**src/rtl/pe_feeder_pkg.sv**
```systemverilog
// Shared constants and state encoding for the GLB-side PE array feeder.
package pe_feeder_pkg;

    localparam int unsigned DefDataBits = 16;
    localparam int unsigned DefXidBits  = 5;
    localparam int unsigned DefYidBits  = 5;
    localparam int unsigned DefAddrBits = 14;
    localparam int unsigned DefLenBits  = 8;
    localparam int unsigned DefPassBits = 6;

    localparam logic [2:0] StIdle = 3'd0;
    localparam logic [2:0] StFilt = 3'd1;
    localparam logic [2:0] StIf3  = 3'd2;
    localparam logic [2:0] StIp   = 3'd3;
    localparam logic [2:0] StOp   = 3'd4;
    localparam logic [2:0] StIf1  = 3'd5;
    localparam logic [2:0] StFin  = 3'd6;

    function automatic logic is_feed(input logic [2:0] st);
        return (st == StFilt) || (st == StIf3) || (st == StIp) || (st == StIf1);
    endfunction

endpackage

```
**src/rtl/glb_rd_skid.sv**
```systemverilog
// Two-entry FIFO between the SRAM read port and the PE array data bus.
module glb_rd_skid #(
    parameter int unsigned WIDTH = 16
) (
    input  logic             clk,
    input  logic             rst,
    input  logic             push_i,
    input  logic             pop_i,
    input  logic [WIDTH-1:0] data_i,
    output logic             empty_o,
    output logic [1:0]       count_o,
    output logic [WIDTH-1:0] head_o
);

    logic [WIDTH-1:0] mem_q [2];
    logic             wr_ptr_q, wr_ptr_d;
    logic             rd_ptr_q, rd_ptr_d;
    logic [1:0]       cnt_q, cnt_d;

    always_comb begin
        wr_ptr_d = wr_ptr_q;
        rd_ptr_d = rd_ptr_q;
        cnt_d    = cnt_q;
        if (push_i) wr_ptr_d = ~wr_ptr_q;
        if (pop_i)  rd_ptr_d = ~rd_ptr_q;
        case ({push_i, pop_i})
            2'b10:   cnt_d = cnt_q + 2'd1;
            2'b01:   cnt_d = cnt_q - 2'd1;
            default: cnt_d = cnt_q;
        endcase
    end

    always_ff @(posedge clk or posedge rst) begin
        if (rst) begin
            mem_q[0] <= '0;
            mem_q[1] <= '0;
            wr_ptr_q <= 1'b0;
            rd_ptr_q <= 1'b0;
            cnt_q    <= 2'd0;
        end else begin
            if (push_i) mem_q[wr_ptr_q] <= data_i;
            wr_ptr_q <= wr_ptr_d;
            rd_ptr_q <= rd_ptr_d;
            cnt_q    <= cnt_d;
        end
    end

    assign empty_o = (cnt_q == 2'd0);
    assign count_o = cnt_q;
    assign head_o  = empty_o ? '0 : mem_q[rd_ptr_q];

endmodule

```
**src/rtl/pe_array_feeder.sv**
```systemverilog
// Streams filter/ifmap/ipsum words from GLB SRAM to the PE array with X/Y tags
// and writes returning opsums back, sequencing FILT->IF3->(IP->OP->IF1)*.
module pe_array_feeder
    import pe_feeder_pkg::*;
#(
    parameter int unsigned DATA_BITS = DefDataBits,
    parameter int unsigned XID_BITS  = DefXidBits,
    parameter int unsigned YID_BITS  = DefYidBits,
    parameter int unsigned ADDR_BITS = DefAddrBits,
    parameter int unsigned LEN_BITS  = DefLenBits,
    parameter int unsigned PASS_BITS = DefPassBits
) (
    input  logic                 clk,
    input  logic                 rst,
    input  logic                 start,
    output logic                 busy,
    output logic                 done,
    input  logic [XID_BITS-1:0]  cfg_tag_x_num,
    input  logic [YID_BITS-1:0]  cfg_tag_y_num,
    input  logic [LEN_BITS-1:0]  cfg_filt_len,
    input  logic [LEN_BITS-1:0]  cfg_if3_len,
    input  logic [LEN_BITS-1:0]  cfg_if1_len,
    input  logic [PASS_BITS-1:0] cfg_passes,
    input  logic [ADDR_BITS-1:0] cfg_filt_base,
    input  logic [ADDR_BITS-1:0] cfg_ifmap_base,
    input  logic [ADDR_BITS-1:0] cfg_ipsum_base,
    input  logic [ADDR_BITS-1:0] cfg_opsum_base,
    output logic                 mem_rd_en,
    output logic [ADDR_BITS-1:0] mem_rd_addr,
    input  logic [DATA_BITS-1:0] mem_rd_data,
    output logic                 mem_wr_en,
    output logic [ADDR_BITS-1:0] mem_wr_addr,
    output logic [DATA_BITS-1:0] mem_wr_data,
    output logic [DATA_BITS-1:0] pe_data_out,
    output logic                 filter_valid,
    input  logic                 filter_ready,
    output logic                 ifmap_valid,
    input  logic                 ifmap_ready,
    output logic                 ipsum_valid,
    input  logic                 ipsum_ready,
    output logic                 opsum_ready,
    input  logic                 opsum_valid,
    input  logic [DATA_BITS-1:0] pe_data_in,
    output logic [XID_BITS-1:0]  filter_tag_X,
    output logic [XID_BITS-1:0]  ifmap_tag_X,
    output logic [XID_BITS-1:0]  ipsum_tag_X,
    output logic [XID_BITS-1:0]  opsum_tag_X,
    output logic [YID_BITS-1:0]  filter_tag_Y,
    output logic [YID_BITS-1:0]  ifmap_tag_Y,
    output logic [YID_BITS-1:0]  ipsum_tag_Y,
    output logic [YID_BITS-1:0]  opsum_tag_Y,
    output logic                 ker_feed_done,
    output logic                 if3_feed_done,
    output logic                 ip_feed_done,
    output logic                 if1_feed_done,
    output logic                 op_get_done,
    output logic                 op_pass_done
);

    localparam int unsigned CNT_BITS = XID_BITS + YID_BITS + LEN_BITS;

    logic [2:0]           state_q, state_d;
    logic [XID_BITS-1:0]  x_num_q, x_q, x_d;
    logic [YID_BITS-1:0]  y_num_q, y_q, y_d;
    logic [LEN_BITS-1:0]  filt_len_q, if3_len_q, if1_len_q, w_q, w_d, len_cur;
    logic [PASS_BITS-1:0] passes_q, pass_q, pass_d;
    logic [ADDR_BITS-1:0] filt_ptr_q, filt_ptr_d, ifmap_ptr_q, ifmap_ptr_d;
    logic [ADDR_BITS-1:0] ipsum_ptr_q, ipsum_ptr_d, opsum_ptr_q, opsum_ptr_d;
    logic [CNT_BITS-1:0]  rd_cnt_q, rd_cnt_d, phase_total;
    logic                 rd_pend_q;
    logic                 feed, start_acc, last_tag, last_pass;
    logic                 stream_ready, stream_valid, pop, opsum_hs, hs, rd_issue;
    logic                 skid_empty;
    logic [1:0]           skid_count;
    logic [2:0]           credit_used;
    logic [DATA_BITS-1:0] skid_head;

    glb_rd_skid #(
        .WIDTH(DATA_BITS)
    ) u_skid (
        .clk    (clk),
        .rst    (rst),
        .push_i (rd_pend_q),
        .pop_i  (pop),
        .data_i (mem_rd_data),
        .empty_o(skid_empty),
        .count_o(skid_count),
        .head_o (skid_head)
    );

    always_comb begin
        case (state_q)
            StFilt:  len_cur = filt_len_q;
            StIf3:   len_cur = if3_len_q;
            StIf1:   len_cur = if1_len_q;
            default: len_cur = LEN_BITS'(1);
        endcase
        case (state_q)
            StFilt:       stream_ready = filter_ready;
            StIf3, StIf1: stream_ready = ifmap_ready;
            StIp:         stream_ready = ipsum_ready;
            default:      stream_ready = 1'b0;
        endcase
    end

    assign feed         = is_feed(state_q);
    assign start_acc    = (state_q == StIdle) && start;
    assign phase_total  = CNT_BITS'(x_num_q) * CNT_BITS'(y_num_q) * CNT_BITS'(len_cur);
    assign last_tag     = (x_q == x_num_q - XID_BITS'(1)) && (y_q == y_num_q - YID_BITS'(1))
                          && (w_q == len_cur - LEN_BITS'(1));
    assign last_pass    = (pass_q == passes_q - PASS_BITS'(1));
    assign stream_valid = feed && !skid_empty;
    assign pop          = stream_valid && stream_ready;
    assign opsum_hs     = (state_q == StOp) && opsum_valid;
    assign hs           = pop || opsum_hs;
    // A head pop this cycle frees a slot, which keeps the stream at one word per cycle.
    assign credit_used  = 3'(skid_count) + 3'(rd_pend_q) - 3'(pop);
    assign rd_issue     = feed && (rd_cnt_q != phase_total) && (credit_used < 3'd2);

    always_comb begin
        state_d     = state_q;
        x_d         = x_q;
        y_d         = y_q;
        w_d         = w_q;
        pass_d      = pass_q;
        rd_cnt_d    = rd_issue ? rd_cnt_q + CNT_BITS'(1) : rd_cnt_q;
        filt_ptr_d  = filt_ptr_q;
        ifmap_ptr_d = ifmap_ptr_q;
        ipsum_ptr_d = ipsum_ptr_q;
        opsum_ptr_d = opsum_hs ? opsum_ptr_q + ADDR_BITS'(1) : opsum_ptr_q;
        if (rd_issue) begin
            case (state_q)
                StFilt:       filt_ptr_d  = filt_ptr_q + ADDR_BITS'(1);
                StIf3, StIf1: ifmap_ptr_d = ifmap_ptr_q + ADDR_BITS'(1);
                StIp:         ipsum_ptr_d = ipsum_ptr_q + ADDR_BITS'(1);
                default:      ;
            endcase
        end
        case (state_q)
            StIdle: begin
                if (start) begin
                    state_d     = StFilt;
                    x_d         = '0;
                    y_d         = '0;
                    w_d         = '0;
                    pass_d      = '0;
                    rd_cnt_d    = '0;
                    filt_ptr_d  = cfg_filt_base;
                    ifmap_ptr_d = cfg_ifmap_base;
                    ipsum_ptr_d = cfg_ipsum_base;
                    opsum_ptr_d = cfg_opsum_base;
                end
            end
            StFin: state_d = StIdle;
            default: begin
                if (hs && last_tag) begin
                    x_d      = '0;
                    y_d      = '0;
                    w_d      = '0;
                    rd_cnt_d = '0;
                    case (state_q)
                        StFilt:  state_d = StIf3;
                        StIf3:   state_d = StIp;
                        StIp:    state_d = StOp;
                        StIf1:   state_d = StIp;
                        default: begin
                            if (last_pass) begin
                                state_d = StFin;
                            end else begin
                                state_d = StIf1;
                                pass_d  = pass_q + PASS_BITS'(1);
                            end
                        end
                    endcase
                end else if (hs) begin
                    if (w_q == len_cur - LEN_BITS'(1)) begin
                        w_d = '0;
                        if (x_q == x_num_q - XID_BITS'(1)) begin
                            x_d = '0;
                            y_d = y_q + YID_BITS'(1);
                        end else begin
                            x_d = x_q + XID_BITS'(1);
                        end
                    end else begin
                        w_d = w_q + LEN_BITS'(1);
                    end
                end
            end
        endcase
    end

    always_ff @(posedge clk or posedge rst) begin
        if (rst) begin
            state_q     <= StIdle;
            x_num_q     <= '0;
            y_num_q     <= '0;
            filt_len_q  <= '0;
            if3_len_q   <= '0;
            if1_len_q   <= '0;
            passes_q    <= '0;
            x_q         <= '0;
            y_q         <= '0;
            w_q         <= '0;
            pass_q      <= '0;
            rd_cnt_q    <= '0;
            rd_pend_q   <= 1'b0;
            filt_ptr_q  <= '0;
            ifmap_ptr_q <= '0;
            ipsum_ptr_q <= '0;
            opsum_ptr_q <= '0;
        end else begin
            if (start_acc) begin
                x_num_q    <= cfg_tag_x_num;
                y_num_q    <= cfg_tag_y_num;
                filt_len_q <= cfg_filt_len;
                if3_len_q  <= cfg_if3_len;
                if1_len_q  <= cfg_if1_len;
                passes_q   <= cfg_passes;
            end
            state_q     <= state_d;
            x_q         <= x_d;
            y_q         <= y_d;
            w_q         <= w_d;
            pass_q      <= pass_d;
            rd_cnt_q    <= rd_cnt_d;
            rd_pend_q   <= rd_issue;
            filt_ptr_q  <= filt_ptr_d;
            ifmap_ptr_q <= ifmap_ptr_d;
            ipsum_ptr_q <= ipsum_ptr_d;
            opsum_ptr_q <= opsum_ptr_d;
        end
    end

    always_comb begin
        busy          = (state_q != StIdle);
        done          = (state_q == StFin);
        mem_rd_en     = rd_issue;
        mem_rd_addr   = '0;
        if (rd_issue) begin
            case (state_q)
                StFilt:       mem_rd_addr = filt_ptr_q;
                StIf3, StIf1: mem_rd_addr = ifmap_ptr_q;
                default:      mem_rd_addr = ipsum_ptr_q;
            endcase
        end
        mem_wr_en     = opsum_hs;
        mem_wr_addr   = opsum_hs ? opsum_ptr_q : '0;
        mem_wr_data   = opsum_hs ? pe_data_in : '0;
        pe_data_out   = skid_head;
        filter_valid  = stream_valid && (state_q == StFilt);
        ifmap_valid   = stream_valid && ((state_q == StIf3) || (state_q == StIf1));
        ipsum_valid   = stream_valid && (state_q == StIp);
        opsum_ready   = (state_q == StOp);
        filter_tag_X  = (state_q == StFilt) ? x_q : '0;
        filter_tag_Y  = (state_q == StFilt) ? y_q : '0;
        ifmap_tag_X   = ((state_q == StIf3) || (state_q == StIf1)) ? x_q : '0;
        ifmap_tag_Y   = ((state_q == StIf3) || (state_q == StIf1)) ? y_q : '0;
        ipsum_tag_X   = (state_q == StIp) ? x_q : '0;
        ipsum_tag_Y   = (state_q == StIp) ? y_q : '0;
        opsum_tag_X   = opsum_ready ? x_q : '0;
        opsum_tag_Y   = opsum_ready ? y_q : '0;
        ker_feed_done = filter_valid && last_tag;
        if3_feed_done = ifmap_valid && (state_q == StIf3) && last_tag;
        if1_feed_done = ifmap_valid && (state_q == StIf1) && last_tag;
        ip_feed_done  = ipsum_valid && last_tag;
        op_get_done   = opsum_ready && last_tag;
        op_pass_done  = op_get_done && last_pass;
    end

endmodule

```
**config.mk**
```make
export PLATFORM = sky130hd
export DESIGN_NAME = pe_array_feeder
export DESIGN_NICKNAME = d
export VERILOG_FILES = /design/src/rtl/pe_feeder_pkg.sv /design/src/rtl/glb_rd_skid.sv /design/src/rtl/pe_array_feeder.sv
export SDC_FILE = /design/constraint.sdc
export NUM_CORES = 1
export LEC_CHECK = 0
export ABC_AREA = 1
export ABC_CLOCK_PERIOD_IN_PS = 25700
export CORE_MARGIN = 5
export CORE_UTILIZATION = 60
export CTS_CLUSTER_DIAMETER = 100
export CTS_CLUSTER_SIZE = 30
export DETAILED_ROUTE_END_ITERATION = 12
export GPL_TIMING_DRIVEN = 0
export PLACE_DENSITY = 0.88
export SYNTH_ARGS = -nofsm -noshare
export SYNTH_HDL_FRONTEND = slang
export SYNTH_SLANG_ARGS = --single-unit
```
**constraint.sdc**
```tcl
create_clock -name clk -period 25.7 [get_ports clk]
set_clock_uncertainty 0.1 [all_clocks]
set_input_delay 2.57 -clock clk [delete_from_list [all_inputs] [get_ports clk]]
set_output_delay 2.57 -clock clk [all_outputs]
set_load 0.01 [all_outputs]
```
==> flow_summary.ini <==
[layout]
nNetsFinal = 2745
area_growth_pct = 23.36
drive_gt1_share_pct = 4.055
utilization_pct = 74.85
fillers = 1972
stdcell_area_um2 = 18790

[yosys]
ys_seq_elements = 178
seq_area_frac_synth_pct = 29.24
yosys.area.top_type = dfrtp_1
yosys-top-cells-count = nand2_1, inv_1, nor2_1, dfrtp_1, o21ai_0
synth.area.top_cells = dfrtp_1, nand2_1, inv_1
yosys.cell_types.count = 47
ys_async_sr_fraction_pct = 100.0
syn_area_um2 = 15230
synth_edf_count = 0
avgSynthCellArea_um2 = 6.893
synth.most_common_cell = nand2_1
synth_flop_cell = dfrtp_1
synth_top_area_share_pct = 29.24
synth_fp_nets = 2477
yosysWarningCount = 0
synth_cells = 2210

[clocking]
cts_resized = 0
cts_num_sinks = 178
tritoncts = built
cts_buffer_depth = 2
cts_root_buf = clkbuf_16
clk_pin_slew_ns = 0.09
cts_inserted_buffers = 17
hold_buffers = 0
clk_latency_ns = 0.45
post_cts_buffers = 0
cts.htree.levels = 4

[global_route]
grt_usage_pct = 31.99
grt_pass1_wl_um = 74740
grt_max_degree = 118
antenna_found_initial = 2
gr-total-overflow = 0
grt_pass1_vias = 15420

[die]
die_h_um = 169.3
io_pins = 249
rows = 58
fp.dieArea_um2 = 28680
core_um2 = 25110
initial_utilization_pct = 60.67
die_w_um = 169.3

[route]
routed_wl_um = 46610
wl_met1_um = 18200
drt-initial-drc-count = 1435
vias_per_cell = 5.516
firstDrtPassIters = 6
final_antenna_net_count = 0
drc = 0
wl_met2_um = 22740
wl_met3_um = 3730
vias = 15570
top_layer = met4
post_drt_wl_per_cell_um = 16.51

[timing]
slew_headroom_pct = 32.44
setup_viol_count_final = 0
slew_violations = 0
max_freq_mhz = 78.67
hold_ws_ns = 0.3770
period_minus_slack_ns = 12.71
setup_tns_ns = 0
period_share_pct = 49.46
rsz0062_at_grt = false
tightest_slew_ns = 1.010
worst_slack_ns = 12.99
hold_viol = 0

[run]
drv_cap = 0

[placed_design]
dpl.hpwl_um = 36360
portBuffers = 248
gp_congestion = 0.9390
place_ws_ns = 13.58
placed_area_um2 = 18160

[min_path]
hold_path_end = filt_len_q[4]
hold_start = filt_len_q[4]
hold_path_class = flop to flop
holdPathStages = 2

[setup_path]
r2r_end = ipsum_ptr_q[2]
worstSetupPathType = flop to output port
worstPathMaxFanout = 10
r2r_cells = 41
worstSetupStartpointType = flop
crit_required_ns = 23.03
reg2reg_from = x_num_q[0]
slowest_stage = xnor2_1
critical_path.max_stage_delay_ns = 0.59
endpoint_kind = output port
r2r_slack_ns = 16.46
critPathArrivalTime_ns = 10.04

[power_and_ir_drop]
vdd_drop_max_mv = 0.03732
p_per_area_nw_per_um2 = 36.12
leakage_uw = 0.009575

[run_status]
status = finished, final reports clean
## critical path, delay by kind of cell (launching register included)
kind,cells,cell delay [ns]
AND/OR/NAND/NOR,15,1.75
adder cells (fa/ha/maj),9,4.37
flip-flops,1,0.34
XOR/XNOR,1,0.59
AO/OA/AOI/OAI,5,0.65
buffers and inverters,10,1.90
## area by class of cell
cell class                 instances  area, um^2  area share [%]
buffer                            87       364.1           1.937
multi-input combinational       1579        9037           48.09
timing repair buffer             249        2510           13.36
clock inverter                    15       197.7           1.052
antenna                            2       5.005         0.02663
sequential                       178        4454           23.70
tap                              330       412.9           2.197
clock buffer                      17       425.4           2.264
inverter                         366        1386           7.377
## per-stage QoR
stage          cells  power [uW]
2_1_floorplan   2210       363.4
3_3_place_gp    2788       401.8
3_5_place_dp    2789       406.1
4_1_cts         2821       678.8
5_1_grt         2823       704.4
6_report        2823       678.8
## how the worst max path moves through the flow
stage               slack [ns]              end  startpoint
floorplan                15.33  mem_rd_addr[10]  x_num_q[0]
global placement         13.73  mem_rd_addr[12]  x_num_q[0]
detailed placement       13.58  mem_rd_addr[12]  x_num_q[0]
CTS                      13.07  mem_rd_addr[12]  x_num_q[0]
global route             12.49  mem_rd_addr[12]  x_num_q[0]
finish                   12.99   mem_rd_addr[0]  x_num_q[0]
## routing by layer
| metal | vias to the layer above | GRT usage, % |
|---|---|---|
| met3 | 134 | 5.427 |
| li1 | 7408 | - |
| met4 | 0 | 13.44 |
| met2 | 707 | 55.42 |
| met1 | 7324 | 39.69 |
| met5 | - | 0 |
## placed cells by master, fill, tap and decap left out, types with 7 or more instances in the layout
cell	n
clkbuf_1	62
or2_2	9
inv_1	353
clkbuf_16	17
nor3_1	37
o21ai_0	153
nor4_1	7
clkdlybuf4s50_1	248
o21ai_1	9
inv_2	7
nand4_1	54
dfrtp_1	178
nand2_1	605
xnor2_1	37
nor2_1	230
nand3_1	112
nor2_4	9
xor2_1	80
a21oi_1	44
a31oi_1	13
fa_1	58
buf_2	12
ha_1	74
buf_1	9
## flip-flops by register name (all words and copies together), names as in the netlist
signal           cells
x_q                  5
rd_pend_q            1
rd_cnt_q            18
state_q              3
y_num_q              5
u_skid.mem_q        32
x_num_q              5
u_skid.rd_ptr_q      1
filt_ptr_q          14
filt_len_q           8
y_q                  5
w_q                  8
u_skid.count_o       2
ipsum_ptr_q         14
passes_q             6
u_skid.wr_ptr_q      1
if3_len_q            8
opsum_ptr_q         14
ifmap_ptr_q         14
pass_q               6
if1_len_q            8
## cell families after synthesis
family | count (synthesis) | share of synthesized area, %
XOR/XNOR | 117 | 6.726
multiplexers | 1 | 0.06571
adder cells (fa/ha/maj) | 132 | 13.70
AND/OR/NAND/NOR | 1099 | 30.96
AO/OA/AOI/OAI | 230 | 7.868
flip-flops | 178 | 29.24
buffers and inverters | 453 | 11.44
## power by group
group	leakage, uW	switching (uW)	internal, uW	total (uW)
logic	0.00720	58.3	46.1	104
registers	0.00208	9.29	289	298
clock network	0.000297	142	135	276
total	0.00958	209	469	679
No activity file was read; power rests on OpenSTA's default activity.
